--- config.mk ---
export PLATFORM = sky130hd
export DESIGN_NAME = bus_datapath_seq
export DESIGN_NICKNAME = d
export VERILOG_FILES = /design/src/rtl/datapath_pkg.sv /design/src/rtl/bus_datapath_seq_alu.sv /design/src/rtl/bus_datapath_seq.sv
export SDC_FILE = /design/constraint.sdc
export NUM_CORES = 2
export LEC_CHECK = 0
export CAP_MARGIN = 30
export CORE_MARGIN = 3
export CORE_UTILIZATION = 66
export DETAILED_ROUTE_END_ITERATION = 6
export DONT_BUFFER_PORTS = 1
export GPL_TIMING_DRIVEN = 0
export PLACE_DENSITY = 0.82
export SLEW_MARGIN = 0
export SYNTH_ARGS = -nofsm -noshare
export SYNTH_HDL_FRONTEND = slang
export SYNTH_SLANG_ARGS = --single-unit
--- constraint.sdc ---
create_clock -name clk -period 8.6 [get_ports clk]
set_input_delay 1.29 -clock clk [delete_from_list [all_inputs] [get_ports clk]]
set_output_delay 1.29 -clock clk [all_outputs]
set_load 0.02 [all_outputs]
--- src/rtl/datapath_pkg.sv ---
// Shared types and helpers for the sequenced single-bus datapath.
// Configuration macro: DATAPATH_MULDIV_EN selects whether MUL (opcode 11) is
// a legal ALU operation or is rejected as illegal.
package datapath_pkg;

  typedef enum logic [4:0] {
    OP_ADD  = 5'd0,
    OP_SUB  = 5'd1,
    OP_AND  = 5'd2,
    OP_OR   = 5'd3,
    OP_SHR  = 5'd4,
    OP_SHL  = 5'd5,
    OP_ROR  = 5'd6,
    OP_ROL  = 5'd7,
    OP_ADDI = 5'd8,
    OP_NEG  = 5'd9,
    OP_NOT  = 5'd10,
    OP_MUL  = 5'd11,
    OP_MFHI = 5'd12,
    OP_MFLO = 5'd13,
    OP_IN   = 5'd14,
    OP_OUT  = 5'd15
  } opcode_e;

  typedef enum logic [2:0] {
    ST_IDLE,
    ST_TY,
    ST_TZ,
    ST_TWB,
    ST_FIN
  } state_e;

  // ALU ops walk TY/TZ/TWB, move ops go straight to TWB, illegal ops to FIN.
  typedef enum logic [1:0] {
    CLS_ALU,
    CLS_MOVE,
    CLS_ILLEGAL
  } op_class_e;

  // Widest datapath the sign-extension helper supports.
  localparam int SEXT_MAX_W = 64;

  function automatic op_class_e op_class(input logic [4:0] op);
    op_class_e cls;
    if (op == OP_MUL) begin
`ifdef DATAPATH_MULDIV_EN
      cls = CLS_ALU;
`else
      cls = CLS_ILLEGAL;
`endif
    end else if (op < 5'd12) begin
      cls = CLS_ALU;
    end else if (op < 5'd16) begin
      cls = CLS_MOVE;
    end else begin
      cls = CLS_ILLEGAL;
    end
    return cls;
  endfunction

  // Replicates bit imm_w-1 into every bit above it; callers truncate.
  function automatic logic [SEXT_MAX_W-1:0] sign_extend(
    input logic [SEXT_MAX_W-1:0] imm,
    input int                    imm_w
  );
    logic [SEXT_MAX_W-1:0] mask;
    logic [SEXT_MAX_W-1:0] sign_sel;
    mask     = (SEXT_MAX_W'(1) << imm_w) - SEXT_MAX_W'(1);
    sign_sel = SEXT_MAX_W'(1) << (imm_w - 1);
    return (imm & mask) | (((imm & sign_sel) != '0) ? ~mask : '0);
  endfunction

endpackage

--- src/rtl/bus_datapath_seq_alu.sv ---
// Combinational ALU for the sequenced datapath: Z = ALU(Y, bus).
// Configuration macro: DATAPATH_MULDIV_EN adds the signed 2*DATA_W multiplier;
// without it opcode 11 yields zero (the sequencer never issues it anyway).
module dp_alu
  import datapath_pkg::*;
#(
  parameter int DATA_W = 32
) (
  input  logic [DATA_W-1:0] y,
  input  logic [DATA_W-1:0] bus,
  input  logic [4:0]        op,
  output logic [DATA_W-1:0] z_hi,
  output logic [DATA_W-1:0] z_lo
);

  localparam int SH_W = $clog2(DATA_W);
  localparam logic [SH_W:0] W_AMT = DATA_W[SH_W:0];

  logic [SH_W-1:0]   sh;
  logic [DATA_W-1:0] ror_val;
  logic [DATA_W-1:0] rol_val;

  // Shift/rotate amount comes from the low bits of the source-B bus value.
  assign sh = bus[SH_W-1:0];

  // A shift by the full width yields zero, so sh == 0 rotates cleanly.
  assign ror_val = (y >> sh) | (y << (W_AMT - {1'b0, sh}));
  assign rol_val = (y << sh) | (y >> (W_AMT - {1'b0, sh}));

`ifdef DATAPATH_MULDIV_EN
  logic signed [2*DATA_W-1:0] prod;
  assign prod = $signed({{DATA_W{y[DATA_W-1]}}, y}) *
                $signed({{DATA_W{bus[DATA_W-1]}}, bus});
`endif

  // Operation select; Zhi stays zero except for MUL.
  always_comb begin
    // NOTE: every output gets a default before the case so no path leaves it
    // unassigned, which would otherwise infer a latch.
    z_hi = '0;
    z_lo = '0;
    case (op)
      OP_ADD,
      OP_ADDI: z_lo = y + bus;
      OP_SUB:  z_lo = y - bus;
      OP_AND:  z_lo = y & bus;
      OP_OR:   z_lo = y | bus;
      OP_SHR:  z_lo = y >> sh;
      OP_SHL:  z_lo = y << sh;
      OP_ROR:  z_lo = ror_val;
      OP_ROL:  z_lo = rol_val;
      OP_NEG:  z_lo = '0 - y;
      OP_NOT:  z_lo = ~y;
`ifdef DATAPATH_MULDIV_EN
      OP_MUL:  {z_hi, z_lo} = prod;
`endif
      default: ;
    endcase
  end

endmodule

--- src/rtl/bus_datapath_seq.sv ---
// Single-bus CPU datapath with an internal phase sequencer. One command per
// valid/ready handshake is stepped through Y-load, ALU and write-back phases.
// Configuration macro: DATAPATH_MULDIV_EN enables MUL and the HI/LO write path.
module bus_datapath_seq
  import datapath_pkg::*;
#(
  parameter  int DATA_W   = 32,
  parameter  int NUM_REGS = 16,
  parameter  int IMM_W    = 19,
  localparam int RSEL_W   = $clog2(NUM_REGS)
) (
  input  logic              clk,
  input  logic              clr,
  input  logic              cmd_valid,
  output logic              cmd_ready,
  input  logic [4:0]        cmd_op,
  input  logic [RSEL_W-1:0] cmd_ra,
  input  logic [RSEL_W-1:0] cmd_rb,
  input  logic [RSEL_W-1:0] cmd_rc,
  input  logic [IMM_W-1:0]  cmd_imm,
  input  logic [DATA_W-1:0] in_port,
  output logic [DATA_W-1:0] out_port,
  output logic              done,
  output logic              illegal,
  output logic [DATA_W-1:0] bus,
  input  logic [RSEL_W-1:0] dbg_addr,
  output logic [DATA_W-1:0] dbg_data
);

  state_e            state_q, state_d;
  op_class_e         cls_in, cls_q;
  logic [4:0]        op_q;
  logic [RSEL_W-1:0] ra_q, rb_q, rc_q;
  logic [IMM_W-1:0]  imm_q;

  logic [DATA_W-1:0] regs [NUM_REGS];
  logic [DATA_W-1:0] y_q;
  logic [DATA_W-1:0] z_hi_q, z_lo_q;
  logic [DATA_W-1:0] hi_q, lo_q;
  logic [DATA_W-1:0] out_q;

  logic [DATA_W-1:0] bus_val;
  logic [DATA_W-1:0] imm_ext;
  logic [DATA_W-1:0] alu_hi, alu_lo;
  logic              accept;
  logic              in_twb;
  logic              rf_we;
  logic              hilo_we;
  logic              out_we;

  assign cmd_ready = (state_q == ST_IDLE);
  assign accept    = cmd_valid && cmd_ready;
  assign cls_in    = op_class(cmd_op);
  assign done      = (state_q == ST_FIN);
  assign illegal   = done && (cls_q == CLS_ILLEGAL);
  assign out_port  = out_q;
  assign bus       = bus_val;
  assign dbg_data  = regs[dbg_addr];
  assign imm_ext   = DATA_W'(sign_extend(SEXT_MAX_W'(imm_q), IMM_W));

  assign in_twb  = (state_q == ST_TWB);
  assign rf_we   = in_twb && (((cls_q == CLS_ALU) && (op_q != OP_MUL)) ||
                              (op_q == OP_MFHI) || (op_q == OP_MFLO) ||
                              (op_q == OP_IN));
  assign hilo_we = in_twb && (cls_q == CLS_ALU) && (op_q == OP_MUL);
  assign out_we  = in_twb && (op_q == OP_OUT);

  dp_alu #(.DATA_W(DATA_W)) u_alu (
    .y    (y_q),
    .bus  (bus_val),
    .op   (op_q),
    .z_hi (alu_hi),
    .z_lo (alu_lo)
  );

  // Sequencer state register; reset abandons any in-flight command.
  always_ff @(posedge clk or negedge clr) begin
    // NOTE: clocked state uses non-blocking assignments so every register
    // samples pre-edge values regardless of block ordering.
    if (!clr) state_q <= ST_IDLE;
    else      state_q <= state_d;
  end

  // Next-state: pick the phase path from the opcode class at accept.
  always_comb begin
    state_d = state_q;
    case (state_q)
      ST_IDLE: begin
        if (accept) begin
          case (cls_in)
            CLS_ALU:  state_d = ST_TY;
            CLS_MOVE: state_d = ST_TWB;
            default:  state_d = ST_FIN;
          endcase
        end
      end
      ST_TY:   state_d = ST_TZ;
      ST_TZ:   state_d = ST_TWB;
      ST_TWB:  state_d = ST_FIN;
      ST_FIN:  state_d = ST_IDLE;
      default: state_d = ST_IDLE;
    endcase
  end

  // Capture the command fields at the handshake; held for the whole sequence.
  always_ff @(posedge clk or negedge clr) begin
    if (!clr) begin
      op_q  <= '0;
      cls_q <= CLS_ALU;
      ra_q  <= '0;
      rb_q  <= '0;
      rc_q  <= '0;
      imm_q <= '0;
    end else if (accept) begin
      op_q  <= cmd_op;
      cls_q <= cls_in;
      ra_q  <= cmd_ra;
      rb_q  <= cmd_rb;
      rc_q  <= cmd_rc;
      imm_q <= cmd_imm;
    end
  end

  // Shared bus driver: one source per phase, zero when idle or finishing.
  always_comb begin
    bus_val = '0;
    case (state_q)
      ST_TY: bus_val = regs[rb_q];
      ST_TZ: bus_val = (op_q == OP_ADDI) ? imm_ext : regs[rc_q];
      ST_TWB: begin
        if (cls_q == CLS_ALU) begin
          bus_val = z_lo_q;
        end else begin
          case (op_q)
            OP_MFHI: bus_val = hi_q;
            OP_MFLO: bus_val = lo_q;
            OP_IN:   bus_val = in_port;
            OP_OUT:  bus_val = regs[rb_q];
            default: bus_val = '0;
          endcase
        end
      end
      default: bus_val = '0;
    endcase
  end

  // General register file, written from the bus in the write-back phase.
  always_ff @(posedge clk or negedge clr) begin
    // NOTE: the register file is architecturally cleared by reset, so it is
    // built from flops rather than an unreset RAM macro.
    if (!clr) begin
      for (int i = 0; i < NUM_REGS; i++) regs[i] <= '0;
    end else if (rf_we) begin
      regs[ra_q] <= bus_val;
    end
  end

  // Y latches source A; Z latches the ALU result one phase later.
  always_ff @(posedge clk or negedge clr) begin
    if (!clr) begin
      y_q    <= '0;
      z_hi_q <= '0;
      z_lo_q <= '0;
    end else begin
      if (state_q == ST_TY) y_q <= bus_val;
      if (state_q == ST_TZ) {z_hi_q, z_lo_q} <= {alu_hi, alu_lo};
    end
  end

  // HI/LO take the full product; unreachable when MUL is not legal.
  always_ff @(posedge clk or negedge clr) begin
    if (!clr) begin
      hi_q <= '0;
      lo_q <= '0;
    end else if (hilo_we) begin
      hi_q <= z_hi_q;
      lo_q <= z_lo_q;
    end
  end

  // OutPort register loads from the bus on OUT write-back.
  always_ff @(posedge clk or negedge clr) begin
    if (!clr)        out_q <= '0;
    else if (out_we) out_q <= bus_val;
  end

endmodule

==> out/qor.yml, run 1 <==
synthesis:
  ys_seq_area_share_pct: 34.8
  synthDistinctLibCells: 101
  synth_area_per_cell_sq_um: 9.87
  ys_ff_latch: 681
  synth_top_flop_cell: "dfrtp_1"
  postSynthCellCount: 4963
  synth_edf_count: 0
  async_flop_share_pct: 100
  yosysWarnings: 0
  synth_area_sq_um: 49000
  syn-num-nets: 5076
global_route:
  grt_max_degree: 682
  grt_pass1_wl_mm: 537
  grt_pass1_vias: 67705
  gr-total-overflow: 2353
  grt_usage_pct: 94.3
run_status:
  lastStage: "global routing"
  status: "stopped before the end"
  stop_error: "[ERROR GRT-0116] Global routing finished with congestion. Check the congestion regions in the DRC Viewer."
die:
  num_io_pins: 174
  initial_utilization_pct: 66.9
  die_x_um: 278
  fp-row-count: 99
  die-height_um: 278
place:
  dp.cells: 5976
  portBuffers: 0
  hpwlAfterDp_mm: 202
  gp_congestion: 1.33
clock_network:
  numCtsBuffers: 73
  htree_levels: 3
  clockBufferDepth: 3
  cts_root_buffer: "clkbuf_16"
  cts_sinks: 681
## routing by layer
layer | global-route usage [%] | overflow
met1 | 91.5 | 189
met2 | 104 | 1243
met3 | 87.5 | 199
met4 | 96.8 | 685
met5 | 71.6 | 37
## per-stage QoR
step           worst slack, ps  utilization (%)  instance area (sq um)  setup TNS (ps)
4_1_cts                   5.66             73.1                  53500               0
3_5_place_dp             -2600             69.5                  50900          -51310
3_3_place_gp             -2570             68.6                  50200          -53240
2_1_floorplan              887                -                  49000               0
## cell families after synthesis
| logic type | Yosys count | share of synthesized area, % |
|---|---|---|
| flip-flops | 681 | 34.8 |
| adder cells (fa/ha/maj) | 38 | 0.986 |
| AO/OA/AOI/OAI | 1514 | 19.1 |
| XOR/XNOR | 56 | 1.00 |
| buffers and inverters | 555 | 4.86 |
| multiplexers | 676 | 26.1 |
| AND/OR/NAND/NOR | 1443 | 13.2 |
## cells in the mapped netlist, drive strengths merged, types with 44 or more instances
library cell | number | area share, %
a211oi | 60 | 0.95
dfrtp | 681 | 35
mux2i | 98 | 2.0
mux4 | 465 | 21
nand2 | 484 | 3.7
o21ai | 395 | 4.0
o211ai | 64 | 1.0
xnor2 | 44 | 0.79
nor3 | 78 | 0.87
nand3 | 154 | 1.6
nor2 | 491 | 3.8
a22oi | 66 | 1.0
a31oi | 48 | 0.61
a21oi | 544 | 5.6
clkbuf | 351 | 2.7
buf | 156 | 1.8
inv | 47 | 0.36
mux2 | 113 | 2.6
## what timing repair did
item	4_1_cts
pin swaps	4
setup endpoints to repair	32
gates resized for setup	44
hold buffers	0
buffers inserted	4
==> inputs of run 2 (changes only) <==
Settings changed: CORE_UTILIZATION 66 to 40, PLACE_DENSITY 0.82 to default, PLACE_DENSITY_LB_ADDON from default to 0.15.
==> run 2 against run 1 <==
Against the previous run: the flow now finishes, with violations (DRC, slew limit); synthesized cell count did not move; area after synthesis stayed put.
==> out/qor.yml, run 2 <==
run_status:
  status: "complete, but fails checks"
  violations: "DRC, slew limit"
synthesis:
  synthXorXnorAreaFrac_pct: 1.00
  yosysWarnings: 0
  yosys.area.top_type: "dfrtp_1"
  synthTopCellsByCount: "681 x dfrtp_1, 542 x a21oi_1, 489 x nor2_1, 483 x nand2_1, 454 x mux4_2"
  yosysMostFrequentCell: "dfrtp_1"
  async_flop_share_pct: 100
  ys_ff_latch: 681
  synth.area.top_cells: "dfrtp_1 35%, mux4_2 21%, a21oi_1 5.5%"
  yosys.area_share.simple_pct: 13.2
  syn-num-nets: 5076
  synth_area_sq_um: 49000
  synthDistinctLibCells: 101
  synth_top_flop_cell: "dfrtp_1"
  synth_edf_count: 0
  postSynthCellCount: 4963
  synth_compound_area_share_pct: 19.1
  yosysTopAreaCellShare_pct: 34.8
  synth_mux_area_share_pct: 26.1
  synth_fa_ha_area_share_pct: 0.986
  ys_seq_area_share_pct: 34.8
  synth_top_family_by_area: "multiplexers"
  synth_area_per_cell_sq_um: 9.87
layout:
  drive_gt1_share_pct: 20.2
  fin_cells: 6885
  syn2layout_area_growth_pct: 14.1
  final_nets: 5290
  final_common_cell: "dfrtp_1"
  final_util_pct: 46.3
  fillers: 11719
  top_register: "regs"
  most-common-layout-cells: "679 x dfrtp_1, 537 x a21oi_1, 485 x nor2_1"
  largest_reg_flops: 512
timing:
  setup-violations-final: 0
  rsz0062_at_grt: "no"
  setup_tns_ps: 0
  finalCritPeriodShare_pct: 99.3
  worst_hold_slack_ps: 320
  fin_worst_skew_ps: 32.5
  slew_headroom_pct: -126
  final_max_slew_viol_count: 383
  worst_pin_slew_ps: 3390
  fmaxAchievable_mhz: 117
  hold_violations: 0
  period_needed_ps: 8540
die:
  fp-row-count: 127
  die-area_sq_um: 127000
  coreArea_sq_um: 121000
  die_x_um: 356
  num_io_pins: 174
  die-height_um: 356
  initial_utilization_pct: 40.6
critical_path:
  cp_data_arrival_time_ps: 9100
  cpLargestDelayFamily: "buffers and inverters"
  rrSetupSlack_ps: 60
  start_kind: "register"
  required_ps: 9160
  rr_worst_depth: 25
  cp_max_fo: 10
  cpMostUsedCell: "nand2_1"
  path_buf_inv: 9
  cpMaxStageDelayCell: "clkbuf_1"
  worstSetupEndpointType: "register"
  cpPeakStageDelay_ps: 720
  reg2reg_to: "z_lo_q[30]$_DFFE_PN0N_"
  r2r-start: "rb_q[3]$_DFFE_PN0P_"
  worstSetupPathType: "register to register"
global_route:
  grt_usage_pct: 47.3
  grt_max_degree: 682
  grt_pass1_wl_mm: 412
  antenna_found_initial: 51
  grt_pass1_vias: 47571
  gr-total-overflow: 0
detailed_routing:
  via_per_inst: 7.27
  routedLengthMet1_mm: 103
  vias: 50068
  firstDrtPassIters: 7
  drtAntennaViolNets: 0
  routed.top_layer: "met5"
  drtIter0Drc: 8115
  wl_per_cell_um: 43.9
  wl_mm: 303
  wl_met2_mm: 129
  route.detailed.drc: 4
  wl_met3_mm: 38.5
clock_network:
  cts_sinks: 681
  cts_tree: "built"
  cts_root_buffer: "clkbuf_16"
  clock_latency_ps: 720
  ctsHoldBuffers: 0
  numCtsBuffers: 83
  clockBufferDepth: 3
  clkTransAtPathRegs_ps: 60
  htree_levels: 3
place:
  gp_congestion: 1.12
  portBuffers: 0
  hpwlAfterDp_mm: 229
  dp.cells: 6680
worst_hold_path:
  hp-class: "primary input to async pin"
job:
  cap_violations: 0
## run 2: cell counts after synthesis
No cell type changed its count.
## run 2: worst reg2reg max path, cell delays in order, from the launching register on
cell,delay (ps)
dfrtp_1,490
clkbuf_1,710
buf_2,440
buf_2,410
buf_1,530
buf_6,250
clkbuf_2,450
nand2_1,110
o211ai_1,150
and3_1,360
clkbuf_1,720
inv_1,460
xnor2_1,250
ha_1,380
nand4_1,260
nor2_1,210
nand2_1,90
nor3_2,320
o21ai_1,250
a21oi_1,470
o41ai_4,170
nand3_1,90
nand2_1,70
a2111oi_0,450
buf_1,210
a31oi_1,100
## run 2: timing repair
item | 4_1_cts | 5_1_grt
setup buffers | 8 | 1
gates resized for setup | 55 | 36
setup endpoints to repair | 32 | 10
pin swaps | 5 | 5
## run 2: worst max-delay path by stage
| stage | endpoint | startpoint | slack (ps) | cells after the start |
|---|---|---|---|---|
| 6_report | z_lo_q[30]$_DFFE_PN0N_ | rb_q[3]$_DFFE_PN0P_ | 60 | 25 |
| 2_1_floorplan | z_lo_q[31]$_DFFE_PN0N_ | in_port[0] | 890 | 30 |
| 3_3_place_gp | z_lo_q[30]$_DFFE_PN0N_ | rc_q[0]$_DFFE_PN0P_ | -3400 | 31 |
| 3_5_place_dp | z_lo_q[31]$_DFFE_PN0N_ | rc_q[0]$_DFFE_PN0P_ | -3190 | 29 |
| 5_1_grt | z_lo_q[31]$_DFFE_PN0N_ | rb_q[0]$_DFFE_PN0P_ | 30 | 31 |
| 4_1_cts | z_lo_q[31]$_DFFE_PN0N_ | rb_q[0]$_DFFE_PN0P_ | 30 | 30 |
## run 2: final cells by class
type                            instances  area (sq um)  share of cell area (%)
Timing Repair Buffer                  138          1650                    2.95
Clock buffer                          110          2370                    4.24
Sequential cell                       681         17000                    30.5
Clock inverter                         38           482                   0.862
Antenna cell                           33          82.6                   0.148
Multi-Input combinational cell       3727         29800                    53.3
Inverter                               48           186                   0.334
Buffer                                498          2250                    4.02
Tap cell                             1612          2020                    3.61
## run 2: cells by family (layout without fill, tap and decap cells)
| kind of cell | Yosys count | count (layout) |
|---|---|---|
| mux | 676 | 676 |
| fa+ha+maj | 38 | 38 |
| compound gates | 1514 | 1514 |
| buf+inv | 555 | 832 |
| simple gates | 1443 | 1443 |
| flops | 681 | 681 |
| other cells | 0 | 33 |
| xor+xnor | 56 | 56 |
## run 2: metrics by stage
step,setup WS [ps],instance area [sq um]
after floorplan,887,49000
after global placement,-3400,51000
after detailed placement,-3190,52300
after CTS,29.2,55400
after global routing,32.5,55800
final,62.3,55900
## run 2: layer usage
| layer | up-vias | track usage (%) |
|---|---|---|
| met4 | 22 | 38.9 |
| met5 | - | 0.0385 |
| met2 | 4203 | 69.0 |
| met1 | 25206 | 55.2 |
| li1 | 19373 | - |
| met3 | 1264 | 18.1 |
Power of run 2 is not shown: default switching activity piles up to over one toggle a cycle in this logic, so the estimate is an artifact.
